### src/rtl/midi_writer.sv
// midi_writer: channel-voice MIDI transmitter. Accepts one message per
// handshake, frames it into status/data bytes and serialises each byte 8N1.
//
// Handshake: a message is taken on any cycle where valid_in && ready_out.
// ready_out is high only while idle. valid_in while ready_out is low is
// ignored, and nothing is queued. Messages with a system or undefined status
// nibble complete the handshake but are dropped without transmitting.
module midi_writer #(
  parameter int CLK_FREQ       = 100_000_000,
  parameter int BAUD           = 31250,
  parameter int RUNNING_STATUS = 1
) (
  input  logic       clk_in,
  input  logic       rst_in,
  input  logic [3:0] status,
  input  logic [3:0] channel,
  input  logic [7:0] data_byte1,
  input  logic [7:0] data_byte2,
  input  logic       valid_in,
  output logic       ready_out,
  output logic       tx_wire_out,
  output logic       busy_out
);

  localparam int BIT_CYC = CLK_FREQ / BAUD;
  localparam int CW      = (BIT_CYC > 1) ? $clog2(BIT_CYC) : 1;
  localparam logic [CW-1:0] CNT_MAX = CW'(BIT_CYC - 1);

  typedef enum logic [1:0] {S_IDLE, S_START, S_DATA, S_STOP} state_t;

  state_t      state_q, state_d;
  logic [CW-1:0] cnt_q, cnt_d;
  logic [2:0]  bit_idx_q, bit_idx_d;
  logic [1:0]  byte_idx_q, byte_idx_d;
  logic [1:0]  n_bytes_q, n_bytes_d;
  logic [7:0]  byte0_q, byte0_d;
  logic [7:0]  byte1_q, byte1_d;
  logic [7:0]  byte2_q, byte2_d;
  logic [7:0]  last_status_q, last_status_d;
  logic        tx_q, tx_d;
  logic        busy_q, busy_d;

  logic [1:0]  msg_len;
  logic [7:0]  status_byte;
  logic        skip_status;
  logic        bit_done;
  logic [7:0]  cur_byte_d;
  logic        unused_bits;

  // Data byte MSBs are forced to zero on the wire, so bit 7 is never used.
  assign unused_bits = data_byte1[7] ^ data_byte2[7];

  assign status_byte = {status, channel};
  assign skip_status = (RUNNING_STATUS != 0) && (status_byte == last_status_q);
  assign bit_done    = (cnt_q == CNT_MAX);
  assign ready_out   = (state_q == S_IDLE);
  assign tx_wire_out = tx_q;
  assign busy_out    = busy_q;

  // Message length from the status nibble; 0 means drop the message.
  always_comb begin
    msg_len = 2'd0;
    case (status)
      4'h8, 4'h9, 4'hA, 4'hB, 4'hE: msg_len = 2'd3;
      4'hC, 4'hD:                   msg_len = 2'd2;
      default:                      msg_len = 2'd0;
    endcase
  end

  // State register: all flops, synchronous reset.
  always_ff @(posedge clk_in) begin
    if (rst_in) begin
      state_q       <= S_IDLE;
      cnt_q         <= '0;
      bit_idx_q     <= '0;
      byte_idx_q    <= '0;
      n_bytes_q     <= '0;
      byte0_q       <= '0;
      byte1_q       <= '0;
      byte2_q       <= '0;
      last_status_q <= 8'h00;
      tx_q          <= 1'b1;
      busy_q        <= 1'b0;
    end else begin
      state_q       <= state_d;
      cnt_q         <= cnt_d;
      bit_idx_q     <= bit_idx_d;
      byte_idx_q    <= byte_idx_d;
      n_bytes_q     <= n_bytes_d;
      byte0_q       <= byte0_d;
      byte1_q       <= byte1_d;
      byte2_q       <= byte2_d;
      last_status_q <= last_status_d;
      tx_q          <= tx_d;
      busy_q        <= busy_d;
    end
  end

  // Next-state logic: accept/frame a message and step through the bit cells.
  always_comb begin
    state_d       = state_q;
    cnt_d         = cnt_q;
    bit_idx_d     = bit_idx_q;
    byte_idx_d    = byte_idx_q;
    n_bytes_d     = n_bytes_q;
    byte0_d       = byte0_q;
    byte1_d       = byte1_q;
    byte2_d       = byte2_q;
    last_status_d = last_status_q;
    case (state_q)
      S_IDLE: begin
        if (valid_in && (msg_len != 2'd0)) begin
          state_d       = S_START;
          cnt_d         = '0;
          bit_idx_d     = '0;
          byte_idx_d    = '0;
          last_status_d = status_byte;
          if (skip_status) begin
            // Running status: the list starts at data byte 1.
            byte0_d   = {1'b0, data_byte1[6:0]};
            byte1_d   = {1'b0, data_byte2[6:0]};
            byte2_d   = 8'h00;
            n_bytes_d = msg_len - 2'd1;
          end else begin
            byte0_d   = status_byte;
            byte1_d   = {1'b0, data_byte1[6:0]};
            byte2_d   = {1'b0, data_byte2[6:0]};
            n_bytes_d = msg_len;
          end
        end
      end
      S_START: begin
        cnt_d = bit_done ? '0 : cnt_q + 1'b1;
        if (bit_done) begin
          state_d   = S_DATA;
          bit_idx_d = '0;
        end
      end
      S_DATA: begin
        cnt_d = bit_done ? '0 : cnt_q + 1'b1;
        if (bit_done) begin
          if (bit_idx_q == 3'd7) state_d = S_STOP;
          else                   bit_idx_d = bit_idx_q + 3'd1;
        end
      end
      S_STOP: begin
        cnt_d = bit_done ? '0 : cnt_q + 1'b1;
        if (bit_done) begin
          if ((byte_idx_q + 2'd1) < n_bytes_q) begin
            state_d    = S_START;
            byte_idx_d = byte_idx_q + 2'd1;
          end else begin
            state_d = S_IDLE;
          end
        end
      end
      default: state_d = S_IDLE;
    endcase
  end

  // Output logic: the line level for the next cycle, registered so it is glitch-free.
  always_comb begin
    cur_byte_d = byte2_d;
    case (byte_idx_d)
      2'd0:    cur_byte_d = byte0_d;
      2'd1:    cur_byte_d = byte1_d;
      default: cur_byte_d = byte2_d;
    endcase
    tx_d = 1'b1;
    case (state_d)
      S_START: tx_d = 1'b0;
      S_DATA:  tx_d = cur_byte_d[bit_idx_d];
      default: tx_d = 1'b1;
    endcase
    busy_d = (state_d != S_IDLE);
  end

endmodule
### config.mk
export PLATFORM = sky130hd
export DESIGN_NAME = midi_writer
export DESIGN_NICKNAME = d
export VERILOG_FILES = /design/src/rtl/midi_writer.sv
export SDC_FILE = /design/constraint.sdc
export NUM_CORES = 1
export LEC_CHECK = 0
export CAP_MARGIN = 15
export CORE_ASPECT_RATIO = 1.1
export CORE_UTILIZATION = 30
export CTS_CLUSTER_DIAMETER = 200
export DETAILED_ROUTE_END_ITERATION = 7
export PLACE_DENSITY = 0.56
export RECOVER_POWER = 50
export SETUP_SLACK_MARGIN = 0.1
export SYNTH_ARGS = -nofsm -noshare
export SYNTH_HDL_FRONTEND = slang
export SYNTH_SLANG_ARGS = --single-unit
### constraint.sdc
create_clock -name clk_in -period 3.79 [get_ports clk_in]
set_input_delay 0.5685 -clock clk_in [delete_from_list [all_inputs] [get_ports clk_in]]
set_output_delay 0.5685 -clock clk_in [all_outputs]
set_load 0.1 [all_outputs]
==> results.sh, run 1 <==
export IMPL_nNetsFinal=436
export IMPL_final_max_slew_viol_count=0
export IMPL_required_ns=4.03
export IMPL_r2r_cells=9
export IMPL_clk_pin_slew_ns=0.09
export IMPL_cts_made_buffers=5
export IMPL_synth_seq_cells=55
export IMPL_hold_viol=0
export IMPL_first_global_vias=2467
export IMPL_grt_use_total_pct=14.4
export IMPL_yosysSeqAreaShare_pct=36.8
export IMPL_status="completed"
export IMPL_route_detailed_drc=0
export IMPL_initial_core_util_pct=31.4
export IMPL_cp_cell_sequence="dlygate4sd3_1 > nand3_1 > and3_1 > clkbuf_1 > nor2_1 > a211oi_1 > nor4_1 > nor3b_1 > o21ai_0 > a2bb2oi_1"
export IMPL_cp_slowest_stage_delay_ns=0.80
export IMPL_grt_pass1_wl_mm=12.0
export IMPL_antenna_cells=0
export IMPL_min_path_cells=2
export IMPL_syn_area_per_cell_um2=8.09
export IMPL_netlist_area_um2=2990
export IMPL_dr_pass1_iters=4
export IMPL_rrSetupSlack_ns=0.51
export IMPL_worstPathArrival_ns=3.66
export IMPL_syn_inst=370
export IMPL_die_h_um=107
export IMPL_ctsHoldBuffers=0
export IMPL_io_buffers=27
export IMPL_die_x_um=97.3
export IMPL_min_from="byte1_q[7]"
export IMPL_final_cells=518
export IMPL_dieArea_um2=10400
export IMPL_final_area_um2=3500
export IMPL_syn_to_final_growth_pct=16.8
export IMPL_cts_sinks=55
export IMPL_timing_setup_tns_ns=0
export IMPL_synth_flop_cell="dfxtp_1"
export IMPL_vias=2653
export IMPL_drt_wl_total_mm=7.15
export IMPL_max_slew_margin_pct=23.3
export IMPL_synthArstFlopShare_pct=0
export IMPL_critical_path_class="input port to register"
export IMPL_cp_start_kind="input port"
export IMPL_synth_edf_count=0
export IMPL_place_gp_congestion=0.791
export IMPL_vias_per_cell=5.12
export IMPL_worst_pin_slew_ns=1.16
export IMPL_grt_overflow=0
export IMPL_syn_nets=405
export IMPL_cp_slowest_cell="and3_1"
export IMPL_vdd_drop_max_v=0.000167
export IMPL_cp_end_kind="register"
export IMPL_postCtsSetupRepairBufs=0
export IMPL_critPathMaxFanout=27
export IMPL_coreArea_um2=9540
export IMPL_yosysTopAreaCell="dfxtp_1"
export IMPL_dp_hpwl_mm=5.35
export IMPL_fin_crit_sh_pct=90.2
export IMPL_power_per_cell_area_nw_per_um2=373
export IMPL_p_leak_nw=1.17
export IMPL_drive_gt1_share_pct=6.48
export IMPL_min_period_ns=3.42
export IMPL_grt_max_degree=28
export IMPL_drt_initial_drc_count=73
export IMPL_reg2reg_to="tx_wire_out"
export IMPL_finalSetupViolCount=0
export IMPL_root_buffer="clkbuf_8"
export IMPL_hp_class="register to register"
export IMPL_synth_top_area_share_pct=36.8
export IMPL_yosysWarnings=0
export IMPL_clockBufferDepth=2
export IMPL_multi_input_area_um2=1740
export IMPL_fin_skew_ns=0.0138
export IMPL_max_freq_ghz=0.292
export IMPL_dpl_cell_area_um2=3450
export IMPL_hold_end="byte1_q[7]"
export IMPL_fillers=1048
export IMPL_timing_rr_start="cnt_q[7]"
export IMPL_cts_resized_gates=0
export IMPL_rsz0062_at_grt="no"
export IMPL_register_area_um2=1100
export IMPL_wire_per_inst_um=13.8
export IMPL_antenna_found_initial=0
export IMPL_ioPinCount=30
export IMPL_synthTopCellsByArea="dfxtp_1 37%, a211oi_1 6.8%, nor2_1 6.4%"
export IMPL_rows=37
export IMPL_synthDistinctLibCells=50
export IMPL_tritoncts="built"
export IMPL_clk_latency_ns=0.32
export IMPL_maxCapViolations=0
export IMPL_dp_cells=511
export IMPL_drtAntennaViolNets=0
export IMPL_h_tree_depth=2
[area by class of cell]
class,count,area share [%]
multi-input cells,282,49.7
flip-flops and latches,55,31.5
repair buffers,44,10.9
well taps,117,4.18
clock buffers,5,1.97
inverters,13,1.39
clock inverters,2,0.393
[cells by family after synthesis]
kind of cell	count (synthesis)	share of synthesized area [%]
AND/OR/NAND/NOR	150	23.9
AO/OA/AOI/OAI	91	20.5
flip-flops	55	36.8
buffers and inverters	33	5.18
XOR/XNOR	18	5.27
multiplexers	15	5.01
adder cells (fa/ha/maj)	8	3.34
[where the power goes]
group | internal [W] | switching [W] | leakage, nW | total, W
Sequential | 0.000615 | 0.0000188 | 0.448 | 0.000634
Combinational | 0.000122 | 0.000225 | 0.682 | 0.000347
Clock | 0.000127 | 0.000196 | 0.0440 | 0.000323
[cell usage after synthesis, types with 2 or more instances]
library cell / n
dfxtp_1: 55
mux2i_1: 15
o21ai_0: 14
nor3_1: 6
ha_1: 8
nor4_1: 2
nand2b_1: 3
nor3b_1: 3
inv_1: 13
a31oi_1: 3
a211oi_1: 27
o22ai_1: 2
o211ai_1: 2
xnor2_1: 9
a21oi_1: 23
buf_1: 2
or4_1: 2
a2bb2oi_1: 4
a41oi_1: 2
nand4_1: 8
clkbuf_1: 13
nor2_1: 51
nand2_1: 47
nor2b_1: 8
buf_6: 3
xor2_1: 9
or3_1: 4
a211o_1: 2
nand3_1: 9
[critical path: cells and delay by family]
kind                   cells  cell delay (ns)
AO/OA/AOI/OAI              3             0.55
AND/OR/NAND/NOR            5             1.46
buffers and inverters      2             1.07
[layout by cell type (no fill, tap or decap), types with 2 or more instances in the layout]
cell,n
nor3b_1,3
nor3_1,6
ha_1,8
mux2i_1,15
o211ai_1,2
xor2_1,9
a41oi_1,2
xnor2_1,9
inv_1,13
clkdlybuf4s50_1,25
buf_4,10
nand4_1,8
nor4_1,2
a31oi_1,3
a211o_1,2
nand2b_1,3
dfxtp_1,55
or3_1,4
nor2b_1,8
nor2_1,51
o22ai_1,2
o21ai_0,14
clkbuf_1,7
clkbuf_8,5
a21oi_1,23
a211oi_1,27
nand2_1,47
a2bb2oi_1,4
or4_1,2
nand3_1,9
[routing by layer]
layer / global-route usage, % / part of all wire (%)
met4: 4.73 / 0.92
met2: 24.9 / 48
met5: 0 / 0
met1: 18.4 / 47
met3: 2.22 / 3.2
[sequential cells by signal, indices dropped and copies added (netlist names)]
name           count
bit_idx_q          3
busy_out           1
byte0_q            8
byte1_q            8
byte2_q            8
byte_idx_q         2
cnt_q             12
last_status_q      8
n_bytes_q          2
state_q            2
tx_wire_out        1
[how the worst max path moves through the flow]
| stage | from | endpoint | slack (ns) |
|---|---|---|---|
| global placement | status[0] | tx_wire_out | 0.44 |
| global route | status[0] | tx_wire_out | 0.15 |
| floorplan | state_q[0] | tx_wire_out | 0.48 |
| CTS | cnt_q[7] | tx_wire_out | 0.50 |
| detailed placement | status[0] | tx_wire_out | 0.42 |
| finish | status[0] | tx_wire_out | 0.37 |
[stage by stage]
step	total power [W]	util, %	setup slack (ns)	hold slack, ns
final	0.00130	36.7	0.371	0.465
after global routing	0.00138	36.7	0.154	0.491
after CTS	0.00133	37.0	0.504	0.467
after detailed placement	0.00100	36.1	0.424	0.449
after global placement	0.000997	36.1	0.440	0.448
after floorplan	0.000898	-	0.480	0.424
Power figures use the tool's default switching activity.
==> inputs of run 2 (changes only) <==
--- a/config.mk
+++ b/config.mk
@@ -10,9 +10,10 @@
 export CORE_UTILIZATION = 30
 export CTS_CLUSTER_DIAMETER = 200
 export DETAILED_ROUTE_END_ITERATION = 7
-export PLACE_DENSITY = 0.56
+export PLACE_DENSITY = 0.58
 export RECOVER_POWER = 50
 export SETUP_SLACK_MARGIN = 0.1
+export SLEW_MARGIN = 40
 export SYNTH_ARGS = -nofsm -noshare
 export SYNTH_HDL_FRONTEND = slang
 export SYNTH_SLANG_ARGS = --single-unit
==> constraint.sdc (replaced) <==
create_clock -name clk_in -period 2.9 [get_ports clk_in]
set_input_delay 0.435 -clock clk_in [delete_from_list [all_inputs] [get_ports clk_in]]
set_output_delay 0.435 -clock clk_in [all_outputs]
set_load 0.1 [all_outputs]
==> run 2 against run 1 <==
  * Count of clock-buffer cells in the layout up 1
  * Sequential share of layout area is 2.7 points lower
  * Cell count grew 7.5%
  * Utilization grew 3.5 points
  * Sequential cell count is the same
  * Clock power increased by 31%
  * Routed wire length grew 2.4%
  * First-iteration DRC count increased by 110%
  * Via count is 5.2% higher
  * Power increased by 36%
  * Global-route usage is 0.27 points higher
  * Worst setup slack got worse by 0.34 ns
  * Critical endpoint unchanged
  * Highest routed layer unchanged
==> results.sh, run 2 (synthesized netlist as in run 1, its figures left out) <==
export IMPL_worst_pin_slew_ns=1.16
export IMPL_final_common_cell="dfxtp_1"
export IMPL_timing_rr_start="cnt_q[9]"
export IMPL_fin_skew_ns=0.0173
export IMPL_reg2reg_to="tx_wire_out"
export IMPL_top_register="cnt_q"
export IMPL_syn_to_final_growth_pct=28.1
export IMPL_vias=2790
export IMPL_worstPathArrival_ns=3.07
export IMPL_clk_latency_ns=0.32
export IMPL_power_frac_seq_pct=46.6
export IMPL_required_ns=3.09
export IMPL_postCtsSetupRepairBufs=0
export IMPL_cts_made_buffers=5
export IMPL_dp_hpwl_mm=5.69
export IMPL_place_gp_congestion=0.774
export IMPL_hold_viol=0
export IMPL_min_from="byte1_q[7]"
export IMPL_grt_overflow=0
export IMPL_initial_core_util_pct=31.4
export IMPL_grt_max_degree=35
export IMPL_p_int_w=0.00118
export IMPL_cp_start_kind="input port"
export IMPL_drt_initial_drc_count=150
export IMPL_r2r_cells=11
export IMPL_first_global_vias=2718
export IMPL_grt_use_total_pct=14.7
export IMPL_io_buffers=27
export IMPL_vias_per_cell=5.01
export IMPL_timing_setup_tns_ns=0
export IMPL_tritoncts="built"
export IMPL_final_max_slew_viol_count=0
export IMPL_route_detailed_drc=0
export IMPL_fin_crit_sh_pct=99.0
export IMPL_nNetsFinal=474
export IMPL_p_leak_nw=1.38
export IMPL_antenna_cells=0
export IMPL_status="completed"
export IMPL_die_x_um=97.3
export IMPL_rsz0062_at_grt="yes"
export IMPL_max_slew_margin_pct=22.8
export IMPL_worst_slack_ns=0.0296
export IMPL_wire_per_inst_um=13.2
export IMPL_power_per_cell_area_nw_per_um2=461
export IMPL_dr_pass1_iters=7
export IMPL_hold_end="byte1_q[7]"
export IMPL_rrSetupSlack_ns=0.04
export IMPL_maxCapViolations=0
export IMPL_antenna_found_initial=0
export IMPL_final_cells=557
export IMPL_finalSetupViolCount=0
export IMPL_hp_class="register to register"
export IMPL_clockBufferDepth=2
export IMPL_min_path_cells=2
export IMPL_cts_sinks=55
export IMPL_final_area_um2=3830
export IMPL_h_tree_depth=2
export IMPL_dieArea_um2=10400
export IMPL_ioPinCount=30
export IMPL_layout_common_cells="53 x dfxtp_1, 51 x nor2_1, 49 x buf_4, 47 x nand2_1, 27 x a211oi_1"
export IMPL_p_comb_share_pct=29.5
export IMPL_clockPowerShare_pct=24.0
export IMPL_switching_share_pct=33.2
export IMPL_dpl_cell_area_um2=3760
export IMPL_rows=37
export IMPL_vdd_drop_max_v=0.000203
export IMPL_drive_gt1_share_pct=16.8
export IMPL_critical_path_class="input port to register"
export IMPL_drt_wl_total_mm=7.33
export IMPL_dp_cells=549
export IMPL_fillers=1015
export IMPL_largest_register_ffs=12
export IMPL_die_h_um=107
export IMPL_grt_pass1_wl_mm=12.4
export IMPL_coreArea_um2=9540
export IMPL_p_switching_w=0.000586
export IMPL_cp_end_kind="register"
export IMPL_max_freq_ghz=0.348
export IMPL_dp_slack_ns=-0.0930
export IMPL_post_route_util_pct=40.2
export IMPL_ctsHoldBuffers=0
export IMPL_root_buffer="clkbuf_8"
export IMPL_critPathMaxFanout=5
export IMPL_drtAntennaViolNets=0
export IMPL_min_period_ns=2.87
export IMPL_clk_pin_slew_ns=0.09
-- run 2: cell types whose count changed in the layout (fill, tap and decap cells not counted), sizes merged --
cell           change
buf               +41
clkdlybuf4s50      -2
clkinv             -1
clkinvlp           +1
-- run 2: per-layer routing --
metal  share of wire (%)  GRT usage (%)  wire [um]  vias up
li1                    -              -          -     1447
met1                  48           17.8       3490     1298
met2                  48           26.5       3510       37
met3                 2.9           2.54        215        8
met4                 1.4           4.73        102        0
met5                   0              0          0        -
-- run 2: what timing repair did --
action                                  in CTS  in global routing
pin swaps                                    0                  2
endpoints found under the setup margin       1                  1
resized for setup                            0                  4
endpoints found under the hold margin        0                  0
-- run 2: how the worst max path moves through the flow --
stage	endpoint	slack, ns	cells after the start	start
CTS	tx_wire_out	-0.02	11	cnt_q[9]
global route	tx_wire_out	-0.10	11	cnt_q[9]
floorplan	tx_wire_out	0.11	10	cnt_q[9]
global placement	tx_wire_out	-0.09	11	status[1]
finish	tx_wire_out	0.03	11	status[1]
detailed placement	tx_wire_out	-0.09	11	status[1]
-- run 2: metrics by stage --
stage	hold slack (ns)	power (W)
2_1_floorplan	0.424	0.00118
3_3_place_gp	0.444	0.00136
3_5_place_dp	0.444	0.00137
4_1_cts	0.458	0.00180
5_1_grt	0.484	0.00188
6_report	0.451	0.00177
-- run 2: layout make-up --
| cell class | count | area [um^2] | share of cell area (%) |
|---|---|---|---|
| clock buffers | 6 | 72.6 | 1.89 |
| clock inverters | 2 | 12.5 | 0.326 |
| inverters | 13 | 48.8 | 1.27 |
| multi-input cells | 282 | 1770 | 46.0 |
| flip-flops and latches | 55 | 1100 | 28.8 |
| well taps | 117 | 146 | 3.82 |
| repair buffers | 82 | 686 | 17.9 |
-- run 2: worst max-delay path, stage by stage --
cell and delay [ns]:
dlygate4sd3_1 0.67, xnor2_1 0.15, nand4_1 0.13, nor2_1 0.30
clkbuf_1 0.31, mux2i_1 0.29, a211oi_1 0.11, a211oi_1 0.27
a211o_1 0.18, nand4_1 0.09, a2bb2oi_1 0.14
-- run 2: power by group through the flow --
stage | registers, W | clock network (W) | logic (W)
floorplan | 0.000889 | 0 | 0.000292
global placement | 0.000839 | 0 | 0.000523
detailed placement | 0.000841 | 0 | 0.000531
CTS | 0.000824 | 0.000444 | 0.000533
global route | 0.000829 | 0.000478 | 0.000574
finish | 0.000823 | 0.000424 | 0.000521
==> inputs of run 3 (changes only) <==
--- a/config.mk
+++ b/config.mk
@@ -8,12 +8,12 @@
 export CAP_MARGIN = 15
 export CORE_ASPECT_RATIO = 1.1
 export CORE_UTILIZATION = 30
-export CTS_CLUSTER_DIAMETER = 200
 export DETAILED_ROUTE_END_ITERATION = 7
+export HOLD_SLACK_MARGIN = 0.06
 export PLACE_DENSITY = 0.58
 export RECOVER_POWER = 50
 export SETUP_SLACK_MARGIN = 0.1
-export SLEW_MARGIN = 40
+export SLEW_MARGIN = 0
 export SYNTH_ARGS = -nofsm -noshare
 export SYNTH_HDL_FRONTEND = slang
 export SYNTH_SLANG_ARGS = --single-unit
==> results of run 3 <==
No change in the layout: final DEF, timing and power equal those of run 2.
